<file path="src/rtl/bsg_priority_encode_iter.sv">
// Iterative priority encoder: accepts a request vector and emits one set-bit index per yumi.
// Optional BSG_PRIORITY_ENCODE_ITER_COUNT_EN adds count_o (indices still pending).
module bsg_priority_encode_iter #(
  parameter int width_p = 16,
  parameter int lo_to_hi_p = 1,
  localparam int lg_width_lp = $clog2(width_p)
) (
  input  logic                   clk_i,
  input  logic                   reset_n_i,
  input  logic                   v_i,
  input  logic [width_p-1:0]     vec_i,
  output logic                   ready_o,
  output logic                   v_o,
  output logic [lg_width_lp-1:0] addr_o,
  output logic                   last_o,
  input  logic                   yumi_i
`ifdef BSG_PRIORITY_ENCODE_ITER_COUNT_EN
  ,
  output logic [$clog2(width_p+1)-1:0] count_o
`endif
);

  localparam logic IDLE = 1'b0;
  localparam logic BUSY = 1'b1;

  logic                   state_r;
  logic                   ready_r;
  logic [width_p-1:0]     pending_r;
  logic [lg_width_lp-1:0] addr_s;
  logic [width_p-1:0]     sel_s;
  logic [width_p-1:0]     rem_s;
  logic                   accept_s;

  // Priority encode of pending_r; the last hit in scan order has highest priority.
  always_comb begin
    addr_s = {lg_width_lp{1'b0}};
    for (int i = 0; i < width_p; i++) begin
      if (lo_to_hi_p != 0) begin
        if (pending_r[width_p-1-i]) addr_s = lg_width_lp'(width_p-1-i);
        else addr_s = addr_s;
      end else begin
        if (pending_r[i]) addr_s = lg_width_lp'(i);
        else addr_s = addr_s;
      end
    end
  end

  assign sel_s    = {{(width_p-1){1'b0}}, 1'b1} << addr_s;
  assign rem_s    = pending_r & ~sel_s;
  assign accept_s = v_i & ready_r;

  // Handshake FSM and pending vector; an empty vector is consumed without leaving IDLE.
  always_ff @(posedge clk_i) begin
    if (!reset_n_i) begin
      state_r   <= IDLE;
      ready_r   <= 1'b1;
      pending_r <= {width_p{1'b0}};
    end else begin
      case (state_r)
        IDLE: begin
          if (accept_s && (vec_i != {width_p{1'b0}})) begin
            pending_r <= vec_i;
            state_r   <= BUSY;
            ready_r   <= 1'b0;
          end
        end
        BUSY: begin
          if (yumi_i) begin
            pending_r <= rem_s;
            if (rem_s == {width_p{1'b0}}) begin
              state_r <= IDLE;
              ready_r <= 1'b1;
            end
          end
        end
        default: begin
          state_r   <= IDLE;
          ready_r   <= 1'b1;
          pending_r <= {width_p{1'b0}};
        end
      endcase
    end
  end

  assign ready_o = ready_r;
  assign v_o     = state_r;
  assign addr_o  = addr_s;
  assign last_o  = state_r & (rem_s == {width_p{1'b0}});

`ifdef BSG_PRIORITY_ENCODE_ITER_COUNT_EN
  localparam int count_w_lp = $clog2(width_p+1);

  function automatic logic [count_w_lp-1:0] popcount(input logic [width_p-1:0] v);
    logic [count_w_lp-1:0] c;
    c = {count_w_lp{1'b0}};
    for (int i = 0; i < width_p; i++) begin
      c = c + count_w_lp'(v[i]);
    end
    return c;
  endfunction

  logic [count_w_lp-1:0] count_r;

  // Remaining-index counter: loaded on accept, decremented per yumi.
  always_ff @(posedge clk_i) begin
    if (!reset_n_i) begin
      count_r <= {count_w_lp{1'b0}};
    end else if (state_r == IDLE) begin
      if (accept_s) count_r <= popcount(vec_i);
      else count_r <= {count_w_lp{1'b0}};
    end else if (yumi_i) begin
      count_r <= count_r - count_w_lp'(1);
    end else begin
      count_r <= count_r;
    end
  end

  assign count_o = count_r;
`endif

  bsg_priority_encode_iter_chk chk (
    .clk_i     (clk_i),
    .reset_n_i (reset_n_i),
    .v_o       (state_r),
    .yumi_i    (yumi_i)
  );

endmodule

// Simulation-only protocol check: yumi must not arrive without a valid index.
module bsg_priority_encode_iter_chk (
  input logic clk_i,
  input logic reset_n_i,
  input logic v_o,
  input logic yumi_i
);
  always @(posedge clk_i) begin
    if (reset_n_i) begin
      assert (!(yumi_i && !v_o));
    end
  end
endmodule

</file>
<file path="config.mk">
export PLATFORM = sky130hd
export DESIGN_NAME = bsg_priority_encode_iter
export DESIGN_NICKNAME = d
export VERILOG_FILES = /design/src/rtl/bsg_priority_encode_iter.sv
export SDC_FILE = /design/constraint.sdc
export NUM_CORES = 1
export LEC_CHECK = 0
export CAP_MARGIN = 20
export CORE_MARGIN = 1
export CORE_UTILIZATION = 50
export CTS_CLUSTER_DIAMETER = 200
export DETAILED_ROUTE_END_ITERATION = 12
export GPL_TIMING_DRIVEN = 0
export PLACE_DENSITY = 0.83
export SLEW_MARGIN = 40
export SYNTH_ARGS = -nofsm -noshare
export SYNTH_HDL_FRONTEND = slang
export SYNTH_SLANG_ARGS = --single-unit
</file>
<file path="constraint.sdc">
create_clock -name clk_i -period 3.2 [get_ports clk_i]
set_input_delay 0.64 -clock clk_i [delete_from_list [all_inputs] [get_ports clk_i]]
set_output_delay 0.64 -clock clk_i [all_outputs]
set_load 0.02 [all_outputs]
</file>
== Yosys cells after proc, flatten, opt, wreduce, memory -nomap -nowiden ==
Cells that the tools add are included.
Operators by class
  reductions and logical operators: 5
  bitwise logic cells: 5
  equal/unequal tests: 3
  muxes and demuxes: 27
  shifts and indexed selects: 1
Operator list (number)
  4-bit two-way mux: 16
  16-bit two-way mux: 2
  16-bit one-hot mux with 2 select lines: 1
  16-bit bitwise AND: 1
  16-bit logical NOT: 1
  16-bit NOT: 1
  16-bit nonzero test: 1
  1-bit by 4-bit << shifter with 16-bit output (first input constant): 1
  1-bit two-way mux: 6
  2-bit != test (second input constant): 2
  1-bit one-hot mux with 2 select lines: 2
  3-bit AND reduction: 1
  1-bit bitwise AND: 2
  2-bit by 1-bit != test with 1-bit output (second input constant): 1
  2-bit AND reduction: 1
  1-bit logical AND: 1
  1-bit NOT: 1
Storage, ports and cells
  flip-flop bits (word level): 18
  bits of input ports: 20
  output and inout bits: 7

== Depth between registers and ports, before layout ==
  depth after elaboration: 23
  depth in mapped cells: 9
  gate-level depth less buffers: 7

== Least setup slack after synthesis ==
Ideal clock, no wire load.
  path kind: reg2out
  start: register pending_r[1]
  end: output last_o
  path buffers: 1
  setup slack: 0.129 ns
  stages on the path, launching flop included: 9
  data required time: 2.560 ns
  arrival: 2.431 ns
  cell sequence: dfxtp_1 buf_6 or4_4 nor4b_1 o21ai_1 a211o_1 a2111oi_2 nand4bb_1 nor2_1
On the way
  cells in the longest elaborated chain, start to end: 7
Ends and longest elaborated chain
  from (decl): line 28  | logic [width_p-1:0] pending_r;
  from (signal assigned): line 57  | pending_r <= {width_p{1'b0}};
  from (signal assigned): line 62  | pending_r <= vec_i;
  from (signal assigned): line 69  | pending_r <= rem_s;
  4-bit two-way mux (2 in series): line 39  | if (pending_r[width_p-1-i]) addr_s = lg_width_lp'(width_p-1-i);
  1-bit by 4-bit << shifter with 16-bit output: line 48  | assign sel_s = {{(width_p-1){1'b0}}, 1'b1} << addr_s;
  16-bit NOT: line 49  | assign rem_s = pending_r & ~sel_s;
  16-bit bitwise AND (*): line 49
  16-bit logical NOT (*): line 88  | assign last_o = state_r & (rem_s == {width_p{1'b0}});
  1-bit bitwise AND (*): line 88
  to (decl): line 15  | output logic last_o,
Every way passes the cells marked *; elsewhere a longest branch is shown, timed or not.

== Worst setup path after layout ==
Ends and elaborated chain as after synthesis.

==> qor.yml <==
outcome:
  outcome: "finished with violations"
  violations: "setup timing"
routing:
  drcViolationCount: 0
  routed_wirelength_mm: 4.94
  avgViaCountPerCell: 6.70
  drtPass1Iterations: 5
  drt_iter0_markers: 105
  wire_per_inst_um: 19.3
  antenna_left: 0
  num_vias: 1716
power:
  ir_drop_uv: 475
  pwr-share-seq: 0.255
  p_sw_frac: 0.429
  p_int_mw: 0.637
  p_clk_frac: 0.136
  comb_power_share: 0.610
  p_leak_nw: 0.726
  p_sw_mw: 0.479
  cellPowerDensity_nw_per_um2: 587
min_path:
  worst_hold_path.endpoint: "ready_o$_SDFFE_PN1P_"
  hold_path_class: "reg2reg"
  hold_start: "ready_o$_SDFFE_PN1P_"
  hold_depth: 2
die:
  boundaryPins: 27
  initial_utilization: 0.539
  fp.dieH_um: 54.1
  dieArea_um2: 2930
  coreArea_um2: 2520
  fp.dieW_um: 54.1
  row_count: 18
final_layout:
  design_area_um2: 1900
  fin_util: 0.755
  mostFrequentLayoutCells: "22 x clkdlybuf4s50_1, 20 x nand2_1, 14 x a21oi_1, 13 x buf_4, 13 x o21ai_0"
  final_common_cell: "clkdlybuf4s50_1"
  antennaDiodeCount: 0
  layout.cells.non_filler: 256
  drive_gt1_frac: 0.226
  final_nets: 247
  area_growth_pct: 40.1
placement:
  dp_hpwl_mm: 3.13
  placed_cells: 239
  port_buffers: 25
  dpl-instance-area_um2: 1650
  gp_congestion: 1.02
setup_path:
  crit_start: "pending_r[1]$_SDFFE_PN0P_"
  r2r_cells: 14
  ff2ff_setup_slack_ns: 0.19
  reg2reg_from: "pending_r[1]$_SDFFE_PN0P_"
  worst-path-max-fanout: 3
  r2r_end: "ready_o$_SDFFE_PN1P_"
  worst-setup-path-type: "reg2out"
  path_buf_inv: 2
  worstPathArrival_ns: 2.74
  worst_path_most_repeated_cell: "buf_4"
  worstSetupEndpointType: "primary output"
  required_ns: 2.56
  crit_family: "simple AND/OR/NAND/NOR gates"
  slowest_stage: "or4_4"
  crit_chain: "or4_4 -> nor4b_4 -> o21ai_2 -> buf_4 -> o21bai_4 -> a2111oi_4 -> nand4bb_1 -> nor2_1 -> buf_4"
  cpPeakStageDelay_ns: 0.56
  critPathLaunchType: "flop"
global_route:
  first_global_vias: 1540
  antenna_found_initial: 0
  grt_pass1_wl_mm: 7.16
  overflow: 0
  grt_start_max_net_pins: 11
  grt_usage: 0.348
clock_tree:
  cts_root_buf: "clkbuf_4"
  hold_buffers: 0
  cts_tree: "done"
  cts_buffer_depth: 2
  clock_sinks: 18
  cts.reportedPaths.clkPinSlew_ns: 0.11
  insertion_delay_ns: 0.31
  cts_max_level: 1
  numCtsBuffers: 3
synth:
  synth-edff-count: 0
  syn-cell-area_um2: 1360
  ys.flop_type: "dfxtp_1"
  ys_warn_count: 0
  ys_ff_latch: 18
  syn_inst: 184
  synthArstFlopShare: 0
  synth_top_area_cell: "dfxtp_1"
  synth.top_cell.area_share: 0.265
  syn_avg_cell_area_um2: 7.38
  synth_area_leaders: "dfxtp_1 27%, a21oi_1 5.9%, nand2_1 5.5%"
  ys_types: 49
  syn_nets: 204
  synth_seq_area_share: 0.265
timing:
  drv_slew: 0
  setup_viol: 1
  finalCritPeriodShare: 1.06
  rsz0062_at_grt: "true"
  fin_skew_ns: 0.0120
  fmax_mhz: 296
  final-hold-violation-count: 0
  period_needed_ns: 3.38
  worst_slew_pin_slew_ns: 0.790
  fin_ws_ns: -0.180
  slew_headroom: 0.468
flow_run:
  cap_violations: 0
## through the flow
stage,hold slack [ns],setup WS (ns),power [mW],TNS (ns)
6_report,0.526,-0.180,1.12,-0.180
5_1_grt,0.561,-0.258,1.17,-0.258
4_1_cts,0.531,-0.213,1.06,-0.391
3_5_place_dp,0.505,-0.526,0.786,-2.95
3_3_place_gp,0.498,-0.512,0.784,-2.85
2_1_floorplan,0.474,0.129,0.617,0
## per-layer routing
metal | track usage | vias up | wire (µm)
met3 | 0.0678 | 20 | 544
met4 | 0.184 | 0 | 138
met1 | 0.453 | 793 | 1990
li1 | - | 777 | -
met2 | 0.535 | 126 | 2260
met5 | 0 | - | 0
## state kept, by name, indices dropped and copies added (netlist names)
name	flops
ready_o	1
pending_r	16
v_o	1
## worst reg2reg max path: cells and delay by family, from the launching register on
family	cells	cell delay [ns]
AOI/OAI and AO/OA	4	0.72
and+or+nand+nor	3	1.03
buffers and inverters	7	0.84
DFF	1	0.37
## worst max-delay path by stage
stage | end | slack [ns] | cells after the start
2_1_floorplan | last_o | 0.13 | 8
3_3_place_gp | last_o | -0.51 | 8
3_5_place_dp | last_o | -0.53 | 9
4_1_cts | last_o | -0.21 | 9
5_1_grt | last_o | -0.26 | 9
6_report | last_o | -0.18 | 9
## cell families (layout without fill, tap and decap cells)
kind of cell	after synthesis	count (layout)	share of synthesized area
compound gates	77	77	0.385
buf+inv	18	60	0.0672
flops	18	18	0.265
simple gates	71	71	0.283
## Yosys cell counts (2+ instances only)
cell type / count
o31a_1: 2
nor2b_1: 4
nor4_1: 9
a21oi_1: 16
o21ai_0: 13
a41oi_1: 3
a31oi_1: 3
buf_2: 3
nor2_1: 14
dfxtp_1: 18
a2bb2oi_1: 2
o31ai_1: 4
nand2b_1: 4
nand3_1: 3
o21ai_1: 4
clkbuf_1: 5
a21boi_0: 9
and2_1: 2
or4_4: 2
o21a_1: 7
or4_1: 2
or2_2: 2
a21o_1: 2
and3_1: 2
inv_1: 6
nand2_1: 20
## power by group through the flow
stage	Clock [mW]	Combinational (mW)	Sequential [mW]
2_1_floorplan	0	0.339	0.278
3_3_place_gp	0	0.504	0.280
3_5_place_dp	0	0.506	0.280
4_1_cts	0.149	0.634	0.280
5_1_grt	0.158	0.721	0.287
6_report	0.152	0.681	0.284
## cell type report
class,count,area (µm²)
plain buffers,9,48.8
clock buffers,4,36.3
fillers,193,618
inverters,6,22.5
multi-input cells,148,990
flip-flops and latches,18,378
well taps,30,37.5
repair buffers,41,392
## repair_timing
action / 4_1_cts / 5_1_grt
setup buffers: 15 / 4
endpoints found under the setup margin: 5 / 14
gates cloned: 0 / 0
resized for setup: 24 / 15
pin swaps: 8 / 4
Power figures use the tool's default switching activity.
